<file path="config.mk">
export PLATFORM = sky130hd
export DESIGN_NAME = z2_dma_master
export DESIGN_NICKNAME = d
export VERILOG_FILES = /design/src/rtl/dma_pkg.sv /design/src/rtl/bus_timeout.sv /design/src/rtl/z2_dma_master.sv
export SDC_FILE = /design/constraint.sdc
export NUM_CORES = 1
export LEC_CHECK = 0
export BUFFER_PORTS_ARGS = -buffer_cell sky130_fd_sc_hd__buf_2
export CORE_MARGIN = 1.5
export CORE_UTILIZATION = 48
export CTS_BUF_LIST = sky130_fd_sc_hd__clkbuf_8
export DETAILED_ROUTE_END_ITERATION = 6
export GPL_ROUTABILITY_DRIVEN = 0
export GPL_TIMING_DRIVEN = 0
export PLACE_DENSITY = 0.81
export RECOVER_POWER = 100
export SLEW_MARGIN = 40
export SYNTH_ARGS = -nofsm -noshare
export SYNTH_HDL_FRONTEND = slang
export SYNTH_SLANG_ARGS = --single-unit
</file>
<file path="constraint.sdc">
create_clock -name C7M -period 2.3 [get_ports C7M]
set_clock_uncertainty 0.2 [all_clocks]
set_input_delay 0.115 -clock C7M [delete_from_list [all_inputs] [get_ports C7M]]
set_output_delay 0.115 -clock C7M [all_outputs]
set_load 0.005 [all_outputs]
</file>
<file path="src/rtl/dma_pkg.sv">
// Shared types and constants for the Zorro II DMA bus master.
package dma_pkg;

   typedef enum logic [2:0] {
      ST_IDLE,
      ST_ARB,
      ST_OWN,
      ST_ASSERT,
      ST_WAIT,
      ST_LATCH,
      ST_END,
      ST_HOLD
   } dma_state_e;

   localparam logic [1:0] BE_NONE = 2'b00;
   localparam logic [1:0] BE_LDS  = 2'b01;
   localparam logic [1:0] BE_UDS  = 2'b10;
   localparam logic [1:0] BE_WORD = 2'b11;

   localparam int TIMEOUT_DEFAULT = 64;

   // Byte-lane mask for read data: disabled lanes are returned as zero.
   function automatic logic [15:0] be_mask(input logic [1:0] be);
      return {{8{(be & BE_UDS) != BE_NONE}}, {8{(be & BE_LDS) != BE_NONE}}};
   endfunction

endpackage

</file>
<file path="src/rtl/bus_timeout.sv">
// Cycle counter for the DTACK/BERR wait: clear, increment, terminal-count flag.
module bus_timeout #(
   parameter int LIMIT = 64,
   parameter int W     = 7
) (
   input  logic clk,
   input  logic srst,
   input  logic clr,
   input  logic inc,
   output logic tc
);

   logic [W-1:0] count_q;
   logic [W-1:0] count_d;

   always_comb begin
      count_d = count_q;
      if (clr) begin
         count_d = '0;
      end else if (inc) begin
         count_d = count_q + W'(1);
      end
   end

   always_ff @(posedge clk) begin
      if (srst) begin
         count_q <= '0;
      end else begin
         count_q <= count_d;
      end
   end

   assign tc = (count_q == W'(LIMIT - 1));

endmodule

</file>
<file path="src/rtl/z2_dma_master.sv">
// Zorro II bus initiator: arbitrates with BR/BG/BGACK and runs one 68000
// read or write cycle per single-word request.
module z2_dma_master
   import dma_pkg::*;
#(
   parameter int TIMEOUT_CYCLES = TIMEOUT_DEFAULT,
   parameter int TO_W           = 7
) (
   input  logic        C7M,
   input  logic        RESET,
   input  logic        REQ,
   input  logic        REQ_RW,
   input  logic [22:0] REQ_ADDR,
   input  logic [15:0] REQ_WDATA,
   input  logic [1:0]  REQ_BE,
   output logic        ACK,
   output logic        ERR,
   output logic [15:0] RDATA,
   output logic        BUSY,
   output logic        BR_n,
   input  logic        BG_n,
   input  logic        BGACK_IN_n,
   output logic        BGACK_n,
   input  logic        AS_IN_n,
   input  logic        DTACK_n,
   input  logic        BERR_n,
   output logic [22:0] A_OUT,
   output logic        A_OE,
   output logic        AS_OUT_n,
   output logic        UDS_OUT_n,
   output logic        LDS_OUT_n,
   output logic        RW_OUT_n,
   output logic        CTRL_OE,
   input  logic [15:0] D_IN,
   output logic [15:0] D_OUT,
   output logic        D_OE
);

   dma_state_e  state_q, state_d;
   logic [22:0] addr_q, addr_d;
   logic        rw_q, rw_d;
   logic [15:0] wdata_q, wdata_d;
   logic [1:0]  be_q, be_d;
   logic [15:0] rdata_q, rdata_d;
   logic        fail_q, fail_d;
   logic        be0_err_q, be0_err_d;

   logic accept;
   logic to_clr;
   logic to_inc;
   logic to_tc;
   logic grant_ok;
   logic owned;
   logic as_phase;
   logic ds_phase;

   bus_timeout #(
      .LIMIT (TIMEOUT_CYCLES),
      .W     (TO_W)
   ) u_timeout (
      .clk  (C7M),
      .srst (RESET),
      .clr  (to_clr),
      .inc  (to_inc),
      .tc   (to_tc)
   );

   // The bus is only taken once the previous master has fully finished its cycle.
   assign grant_ok = !BG_n && AS_IN_n && DTACK_n && BGACK_IN_n;

   always_comb begin
      state_d   = state_q;
      addr_d    = addr_q;
      rw_d      = rw_q;
      wdata_d   = wdata_q;
      be_d      = be_q;
      rdata_d   = rdata_q;
      fail_d    = fail_q;
      be0_err_d = 1'b0;
      accept    = 1'b0;
      to_clr    = 1'b0;
      to_inc    = 1'b0;

      unique case (state_q)
         ST_IDLE: begin
            // While the BE=00 error is showing, REQ is still the old request.
            if (REQ && !be0_err_q) begin
               if (REQ_BE == BE_NONE) begin
                  be0_err_d = 1'b1;
               end else begin
                  accept  = 1'b1;
                  state_d = ST_ARB;
               end
            end
         end
         ST_ARB: begin
            if (grant_ok) begin
               state_d = ST_OWN;
            end
         end
         ST_OWN: begin
            state_d = ST_ASSERT;
         end
         ST_ASSERT: begin
            to_clr  = 1'b1;
            fail_d  = 1'b0;
            state_d = ST_WAIT;
         end
         ST_WAIT: begin
            to_inc = 1'b1;
            if (!BERR_n) begin
               fail_d  = 1'b1;
               state_d = ST_END;
            end else if (!DTACK_n) begin
               state_d = ST_LATCH;
            end else if (to_tc) begin
               fail_d  = 1'b1;
               state_d = ST_END;
            end
         end
         ST_LATCH: begin
            if (rw_q) begin
               rdata_d = D_IN & be_mask(be_q);
            end
            state_d = ST_END;
         end
         ST_END: begin
            state_d = ST_HOLD;
         end
         ST_HOLD: begin
            // A follow-on request keeps bus ownership and skips arbitration.
            if (REQ && REQ_BE != BE_NONE) begin
               accept  = 1'b1;
               state_d = ST_OWN;
            end else begin
               state_d = ST_IDLE;
            end
         end
         default: begin
            state_d = ST_IDLE;
         end
      endcase

      if (accept) begin
         addr_d  = REQ_ADDR;
         rw_d    = REQ_RW;
         wdata_d = REQ_WDATA;
         be_d    = REQ_BE;
      end
   end

   always_ff @(posedge C7M) begin
      if (RESET) begin
         state_q   <= ST_IDLE;
         addr_q    <= '0;
         rw_q      <= 1'b1;
         wdata_q   <= '0;
         be_q      <= BE_NONE;
         rdata_q   <= '0;
         fail_q    <= 1'b0;
         be0_err_q <= 1'b0;
      end else begin
         state_q   <= state_d;
         addr_q    <= addr_d;
         rw_q      <= rw_d;
         wdata_q   <= wdata_d;
         be_q      <= be_d;
         rdata_q   <= rdata_d;
         fail_q    <= fail_d;
         be0_err_q <= be0_err_d;
      end
   end

   // Reads strobe UDS/LDS with AS; writes give the data bus one cycle first.
   always_comb begin
      owned    = state_q inside {ST_OWN, ST_ASSERT, ST_WAIT, ST_LATCH, ST_END, ST_HOLD};
      as_phase = state_q inside {ST_ASSERT, ST_WAIT, ST_LATCH};
      ds_phase = rw_q ? as_phase : (state_q inside {ST_WAIT, ST_LATCH});
   end

   assign BR_n      = !(state_q == ST_ARB);
   assign BGACK_n   = !owned;
   assign A_OUT     = addr_q;
   assign A_OE      = owned;
   assign CTRL_OE   = owned;
   assign AS_OUT_n  = !as_phase;
   assign UDS_OUT_n = !(ds_phase && be_q[1]);
   assign LDS_OUT_n = !(ds_phase && be_q[0]);
   assign RW_OUT_n  = owned ? rw_q : 1'b1;
   assign D_OUT     = wdata_q;
   assign D_OE      = owned && !rw_q;
   assign ACK       = (state_q == ST_END) && !fail_q;
   assign ERR       = ((state_q == ST_END) && fail_q) || be0_err_q;
   assign BUSY      = (state_q != ST_IDLE);
   assign RDATA     = rdata_q;

endmodule

</file>
==> results of run 1 <==
-- critical path, delay by kind of cell (launching register included) --
| kind | cells | cell delay [ns] |
|---|---|---|
| and+or+nand+nor | 1 | 0.51 |
| AOI/OAI and AO/OA | 1 | 0.45 |
| buffers and inverters | 2 | 0.39 |
| DFF | 1 | 0.30 |
| muxes | 1 | 0.26 |
-- stage by stage --
stage | worst slack [ns] | util [%] | instance area (µm²) | hold slack [ns]
global route | 0.0536 | 75.5 | 4470 | 0.0306
floorplan | 0.509 | - | 2940 | -0.00952
finish | 0.0999 | 75.5 | 4470 | 0.0160
global placement | 0.389 | 62.4 | 3700 | 0.122
detailed placement | 0.343 | 62.4 | 3700 | 0.131
CTS | 0.126 | 76.5 | 4530 | 0.00440
-- placed cells by master, fill, tap and decap left out, types with 3 or more instances in the layout --
master and instances:
nand2_1 111, buf_2 89, dfxtp_1 70, dlygate4sd3_1 62, clkbuf_1 61, mux2i_1 42, a21oi_1 22, nand3_1 21
clkbuf_8 10, inv_1 8, nor2_1 7, o21ai_0 6, buf_6 4, or4_1 3, nand4b_1 3, or3_1 3
-- routing by layer --
metal / vias to the layer above / GRT usage [%] / wire length [µm]
li1: 1568 / - / -
met1: 1482 / 30.3 / 3630
met2: 127 / 51.9 / 4760
met3: 23 / 7.75 / 608
met4: 0 / 13.1 / 205
met5: - / 0 / 0
-- sequential cells by signal, summed over array words and instances (netlist names) --
register,count
D_OUT,16
u_timeout.count_q,7
A_OUT,23
be_q,2
rw_q,1
be0_err_q,1
RDATA,16
fail_q,1
state_q,3
-- kinds of logic (layout without fill, tap and decap cells) --
family,count (synthesis),after routing
AOI/OAI and AO/OA,40,40
xor gates and xnor gates,2,2
adders and majority gates,1,1
buffers and inverters,32,242
DFF,70,70
muxes,42,42
and+or+nand+nor,157,157
-- power groups by stage --
stage,Sequential [mW],Combinational [mW],Clock [mW]
2_1_floorplan,1.35,0.218,0
3_3_place_gp,1.34,0.385,0
3_5_place_dp,1.34,0.393,0
4_1_cts,1.32,0.475,1.09
5_1_grt,1.33,0.511,1.15
6_report,1.32,0.473,1.08
-- layout make-up --
cell class | instances | area [µm²] | area share, %
Buffer | 26 | 138 | 3.08
Inverter | 6 | 22.5 | 0.504
Clock inverter | 6 | 77.6 | 1.74
Timing Repair Buffer | 194 | 1230 | 27.5
Tap cell | 75 | 93.8 | 2.10
Clock buffer | 10 | 138 | 3.08
Sequential cell | 70 | 1400 | 31.4
Multi-Input combinational cell | 242 | 1370 | 30.7
-- what timing repair did --
item | CTS | global route
gates resized for setup | 0 | 4
setup buffers | 0 | 0
hold buffers | 62 | 0
setup endpoints to repair | 0 | 1
endpoints found under the hold margin | 62 | 0
-- final timing paths --
kind	start	to	slack, ns	depth (start not counted)
max	state_q[2]	A_OUT[16]	0.1	5
min	AS_IN_n	state_q[0]	0.02	4
max reg2reg	state_q[2]	A_OUT[16]	0.1	5
min reg2reg	RDATA[1]	RDATA[1]	0.26	2
==> impl_metrics.env, run 1 <==
export IMPL_status="complete, no violations"
export IMPL_switching_share_pct=25.1
export IMPL_syn_area_um2=2940
export IMPL_final_hold_viol_count=0
export IMPL_synth_edf_count=0
export IMPL_die_area_um2=6610
export IMPL_num_fill_cells=422
export IMPL_ant_nets=0
export IMPL_slew_headroom_pct=66.0
export IMPL_dr_first_iter_drc_count=197
export IMPL_insertion_delay_ns=0.34
export IMPL_cts_max_level=3
export IMPL_maxCapViolCount=0
export IMPL_synthesis_yosys_warnings=0
export IMPL_crit_arrival_ns=2.25
export IMPL_routed_wl_mm=9.21
export IMPL_fin_crit_sh_pct=95.7
export IMPL_die_x_um=81.3
export IMPL_synth_top_family_by_area="simple AND/OR/NAND/NOR gates"
export IMPL_pin_count=133
export IMPL_via_per_inst=5.09
export IMPL_num_vias=3200
export IMPL_grt_max_degree=12
export IMPL_slew_viol_final=0
export IMPL_pwr_share_clk_pct=37.7
export IMPL_power_per_cell_area_nw_per_um2=644
export IMPL_place_inst=551
export IMPL_p_sw_uw=722
export IMPL_async_flop_share_pct=0
export IMPL_synthTopCellsByArea="dfxtp_1 (48%), mux2i_1 (14%), nand2_1 (14%)"
export IMPL_p_int_mw=2.15
export IMPL_setup_tns_ns=0
export IMPL_cts_root_buffer="clkbuf_8"
export IMPL_dpl_hpwl_mm=5.31
export IMPL_cts_sinks=70
export IMPL_start_kind="register"
export IMPL_yosys_area_share_simple_pct=23.4
export IMPL_portBuffers=132
export IMPL_muxShareOfSynthArea_pct=14.3
export IMPL_layout_cells_non_filler=629
export IMPL_synth_xor_area_share_pct=0.595
export IMPL_path_max_fanout=10
export IMPL_area_growth_pct=51.9
export IMPL_die_h_um=81.3
export IMPL_grt_pass1_wl_mm=14.2
export IMPL_wl_per_cell_um=14.6
export IMPL_synthAdderAreaFrac_pct=0.425
export IMPL_worstMarginPinSlew_ns=0.509
export IMPL_peakVddDrop_v=0.000410
export IMPL_hp_class="in2reg"
export IMPL_rsz0062_at_grt="false"
export IMPL_drc=0
export IMPL_synthFlopType="dfxtp_1"
export IMPL_ys_ff_latch=70
export IMPL_cts_inserted_buffers=9
export IMPL_synth_top_cell_area_share_pct=47.6
export IMPL_finalSetupViolCount=0
export IMPL_core_area_um2=5920
export IMPL_crit_type="reg2reg"
export IMPL_combPwrFrac_pct=16.4
export IMPL_power_mw=2.88
export IMPL_slowest_delay_ns=0.51
export IMPL_postSynthAreaPerCell_um2=8.55
export IMPL_fin_nets=616
export IMPL_power_leakage_nw=1.93
export IMPL_finalCriticalPeriod_ns=2.20
export IMPL_drt_first_pass_iters=4
export IMPL_track_usage_pct=28.5
export IMPL_crit_path_end_kind="register"
export IMPL_start_util_pct=49.7
export IMPL_overflow=0
export IMPL_post_synth_top_area_cell="dfxtp_1"
export IMPL_clk_pin_slew_ns=0.07
export IMPL_p_seq_share_pct=45.9
export IMPL_grt_pass1_vias=3149
export IMPL_drive_gt1_share_pct=20.2
export IMPL_synth_cell_type_count=36
export IMPL_worstPathRequired_ns=2.35
export IMPL_num_rows=28
export IMPL_synth_nets=411
export IMPL_path_cells="buf_4, or4_1, a21oi_2, buf_6, mux2i_1"
export IMPL_seq_area_frac_synth_pct=47.6
export IMPL_synth_common_cells="nand2_1 (111), dfxtp_1 (70), mux2i_1 (42)"
export IMPL_max_clock_path_buffers=2
export IMPL_num_antenna_cells=0
export IMPL_cts_tree="done"
export IMPL_cpMaxStageDelayCell="or4_1"
export IMPL_yosysMostFrequentCell="nand2_1"
export IMPL_synth_compound_area_share_pct=8.25
export IMPL_fmax_mhz=455
export IMPL_syn_inst=344
export IMPL_antenna_found_initial=0
(Power assumes the default switching activity.)
==> inputs of run 2 (changes only) <==
Settings changed: CORE_UTILIZATION 48 to 45, PLACE_DENSITY 0.81 to 0.77.
==> impl_metrics.env, run 2 (same netlist as run 1, synthesis figures left out) <==
export IMPL_status="complete, no violations"
export IMPL_layout_cells_non_filler=633
export IMPL_ant_nets=0
export IMPL_overflow=0
export IMPL_hp_class="in2reg"
export IMPL_portBuffers=132
export IMPL_fin_util_pct=71.4
export IMPL_drc=0
export IMPL_max_clock_path_buffers=2
export IMPL_place_inst=553
export IMPL_grt_pass1_wl_mm=15.0
export IMPL_fin_nets=618
export IMPL_post_place_ws_ns=0.329
export IMPL_maxCapViolCount=0
export IMPL_slew_headroom_pct=65.7
export IMPL_rsz0062_at_grt="false"
export IMPL_routed_wl_mm=9.19
export IMPL_dpl_hpwl_mm=5.46
export IMPL_insertion_delay_ns=0.34
export IMPL_area_growth_pct=54.1
export IMPL_pin_count=133
export IMPL_fin_crit_sh_pct=96.7
export IMPL_cts_max_level=3
export IMPL_drt_first_pass_iters=5
export IMPL_cts_setup_buffers=0
export IMPL_cts_sinks=70
export IMPL_start_util_pct=46.3
export IMPL_largest_reg_flops=23
export IMPL_peakVddDrop_v=0.000497
export IMPL_fmax_mhz=450
export IMPL_finalSetupViolCount=0
export IMPL_worstMarginPinSlew_ns=0.514
export IMPL_path_max_fanout=10
export IMPL_cts_inserted_buffers=9
export IMPL_grt_max_degree=13
export IMPL_power_leakage_nw=1.97
export IMPL_dr_first_iter_drc_count=204
export IMPL_num_antenna_cells=0
export IMPL_cts_root_buffer="clkbuf_8"
export IMPL_antenna_found_initial=0
export IMPL_crit_path_end_kind="register"
export IMPL_num_vias=3249
export IMPL_crit_type="reg2reg"
export IMPL_finalCriticalPeriod_ns=2.22
export IMPL_grt_pass1_vias=3326
export IMPL_slew_viol_final=0
export IMPL_worstPathRequired_ns=2.36
export IMPL_setup_ws_ns=0.0763
export IMPL_clk_pin_slew_ns=0.07
export IMPL_mostFrequentLayoutCell="nand2_1"
export IMPL_power_per_cell_area_nw_per_um2=665
export IMPL_die_h_um=83.9
export IMPL_via_per_inst=5.13
export IMPL_final_cell_mix="nand2_1 (111), buf_2 (94), dfxtp_1 (70)"
export IMPL_drive_gt1_share_pct=21.6
export IMPL_core_area_um2=6350
export IMPL_die_x_um=83.9
export IMPL_fin_hold_ws_ns=0.0276
export IMPL_setup_tns_ns=0
export IMPL_num_rows=29
export IMPL_start_kind="register"
export IMPL_die_area_um2=7030
export IMPL_wl_per_cell_um=14.5
export IMPL_crit_arrival_ns=2.28
export IMPL_track_usage_pct=26.3
export IMPL_final_hold_viol_count=0
export IMPL_cts_tree="done"
==> run 2: changes by cell type in the layout (fill, tap and decap cells not counted), sizes merged <==
| cell | change |
|---|---|
| inv | -1 |
| clkinv | -1 |
| clkinvlp | +1 |
| dlygate4sd3 | +2 |
| clkbuf | -5 |
| buf | +5 |
| bufinv | +1 |
==> run 2: path summary, 6_finish.rpt <==
check	end	depth (start not counted)	startpoint	slack, ns
min reg2reg	RDATA[15]	2	RDATA[15]	0.25
max	A_OUT[6]	5	state_q[2]	0.08
max reg2reg	A_OUT[6]	5	state_q[2]	0.08
min	state_q[1]	4	REQ	0.03
==> run 2: layout make-up <==
type,instances,area (µm²)
clock buffer,10,138
sequential,70,1400
buffer,26,138
fill,488,1820
clock inverter,6,110
timing repair buffer,196,1260
multi-input combinational,242,1370
inverter,6,22.5
tap,77,96.3
==> run 2: what timing repair did <==
item | 4_1_cts | 5_1_grt
endpoints found under the hold margin | 62 | 0
gates resized for setup | 0 | 4
hold buffers | 64 | 0
setup endpoints to repair | 0 | 2
==> run 2: metrics by stage <==
stage / area, µm² / power [mW]
global route: 4530 / 3.12
detailed placement: 3700 / 1.74
global placement: 3700 / 1.72
CTS: 4590 / 3.03
finish: 4530 / 3.01
floorplan: 2940 / 1.56
==> run 2: layer usage <==
metal	global-route usage, %	vias up	share of wire (%)
li1	-	1572	-
met1	29.5	1512	40
met2	47.6	143	52
met3	5.74	22	6.1
met4	11.5	0	2.1
met5	0	-	0
==> run 2: worst max-delay path, stage by stage, from the launching register on <==
cell	delay, ns
dfxtp_1	0.30
buf_4	0.15
or4_1	0.54
a21oi_2	0.47
buf_6	0.25
mux2i_1	0.24
==> run 2: power breakdown <==
part / internal [mW] / switching [mW] / total (mW)
Sequential: 1.28 / 0.0405 / 1.32
Combinational: 0.248 / 0.228 / 0.476
Clock: 0.748 / 0.470 / 1.22
==> inputs of run 3 (changes only) <==
Settings changed: GPL_TIMING_DRIVEN 0 to not set, MAX_ROUTING_LAYER set to met4.
==> impl_metrics.env, run 3 (same netlist as run 1, synthesis figures left out) <==
export IMPL_status="complete, no violations"
export IMPL_antenna_found_initial=0
export IMPL_mostFrequentLayoutCell="nand2_1"
export IMPL_crit_path_end_kind="register"
export IMPL_fin_nets=605
export IMPL_drive_gt1_share_pct=22.1
export IMPL_cts_tree="done"
export IMPL_worstMarginPinSlew_ns=0.532
export IMPL_final_hold_viol_count=0
export IMPL_area_growth_pct=51.9
export IMPL_rsz0062_at_grt="false"
export IMPL_die_area_um2=7030
export IMPL_slowest_delay_ns=0.56
export IMPL_path_delay_family="simple AND/OR/NAND/NOR gates"
export IMPL_drt_first_pass_iters=5
export IMPL_grt_max_degree=55
export IMPL_slew_headroom_pct=64.2
export IMPL_cts_sinks=70
export IMPL_grt_pass1_wl_mm=14.0
export IMPL_cpMaxStageDelayCell="or4_1"
export IMPL_path_cells="or4_1, a21oi_4, clkbuf_2, mux2i_1"
export IMPL_peakVddDrop_v=0.000417
export IMPL_crit_arrival_ns=2.21
export IMPL_drc=0
export IMPL_routed_wl_mm=8.69
export IMPL_power_per_cell_area_nw_per_um2=619
export IMPL_path_max_fanout=12
export IMPL_cts_max_level=3
export IMPL_slew_viol_final=0
export IMPL_cp_num_buf_inv=1
export IMPL_cts_setup_buffers=0
export IMPL_start_kind="register"
export IMPL_num_vias=3157
export IMPL_cts_inserted_buffers=9
export IMPL_start_util_pct=46.3
export IMPL_num_antenna_cells=0
export IMPL_track_usage_pct=25.5
export IMPL_pin_count=133
export IMPL_die_h_um=83.9
export IMPL_insertion_delay_ns=0.33
export IMPL_core_area_um2=6350
export IMPL_multi_input_area_um2=1380
export IMPL_hp_class="in2reg"
export IMPL_power_leakage_nw=1.96
export IMPL_wl_per_cell_um=14.0
export IMPL_fin_crit_sh_pct=93.7
export IMPL_finalCriticalPeriod_ns=2.15
export IMPL_via_per_inst=5.09
export IMPL_final_cell_mix="nand2_1 (111), buf_2 (92), dfxtp_1 (70)"
export IMPL_finalSetupViolCount=0
export IMPL_largest_reg_flops=23
export IMPL_max_clock_path_buffers=2
export IMPL_maxCapViolCount=0
export IMPL_fin_util_pct=70.4
export IMPL_num_fill_cells=488
export IMPL_clk_pin_slew_ns=0.08
export IMPL_grt_pass1_vias=3110
export IMPL_seq_area_um2=1400
export IMPL_fin_hold_ws_ns=0.0148
export IMPL_die_x_um=83.9
export IMPL_dpl_hpwl_mm=4.93
export IMPL_cts_root_buffer="clkbuf_8"
export IMPL_crit_type="reg2reg"
export IMPL_worstPathRequired_ns=2.35
export IMPL_fmax_mhz=464
export IMPL_overflow=0
export IMPL_num_rows=29
export IMPL_dr_first_iter_drc_count=121
export IMPL_ant_nets=0
export IMPL_portBuffers=132
export IMPL_setup_tns_ns=0
[run 3: final timing paths]
kind,from,end,slack (ns),cells after the start
hold / removal,RESET,RDATA[8],0.01,2
setup / recovery,state_q[2],A_OUT[3],0.15,4
hold reg to reg,D_OUT[5],D_OUT[5],0.26,2
setup reg to reg,state_q[2],A_OUT[3],0.15,4
[run 3: worst register-to-register path: cells and delay by family (launching register included)]
| family | cells | cell delay, ns |
|---|---|---|
| multiplexers | 1 | 0.26 |
| AND/OR/NAND/NOR | 1 | 0.56 |
| AO/OA/AOI/OAI | 1 | 0.27 |
| flip-flops | 1 | 0.38 |
| buffers and inverters | 1 | 0.40 |
[run 3: repair_timing]
item / CTS / global route
endpoints found under the hold margin: 61 / 0
gates resized for setup: 0 / 1
hold buffers: 69 / 0
endpoints found under the setup margin: 0 / 8
[run 3: cell type report]
class | count | area share [%]
inverters | 6 | 0.504
clock inverters | 6 | 1.37
repair buffers | 209 | 30.7
well taps | 77 | 2.16
multi-input cells | 242 | 30.9
flip-flops and latches | 70 | 31.4
clock buffers | 10 | 3.08
[run 3: power breakdown]
part	total [mW]	switching, mW	internal [mW]
sequential	1.32	0.0454	1.28
combinational	0.451	0.213	0.238
clock	0.988	0.462	0.526
total	2.76	0.720	2.04
[run 3: metal layers]
metal / part of all wire, % / wire (µm) / vias to the layer above / global-route usage, %
li1: - / - / 1551 / -
met1: 39 / 3390 / 1451 / 27.7
met2: 53 / 4610 / 134 / 46.0
met3: 5.9 / 516 / 21 / 4.45
met4: 2.0 / 175 / 0 / 9.99
met5: 0 / 0 / - / -
[run 3: stage by stage]
stage	power (mW)	setup WS [ns]	area [µm²]	cells
5_1_grt	2.87	0.0340	4470	620
6_report	2.76	0.146	4470	620
3_5_place_dp	1.72	0.348	3630	535
4_1_cts	2.79	0.104	4520	620
2_1_floorplan	1.56	0.509	2940	344
3_3_place_gp	1.71	0.425	3630	535
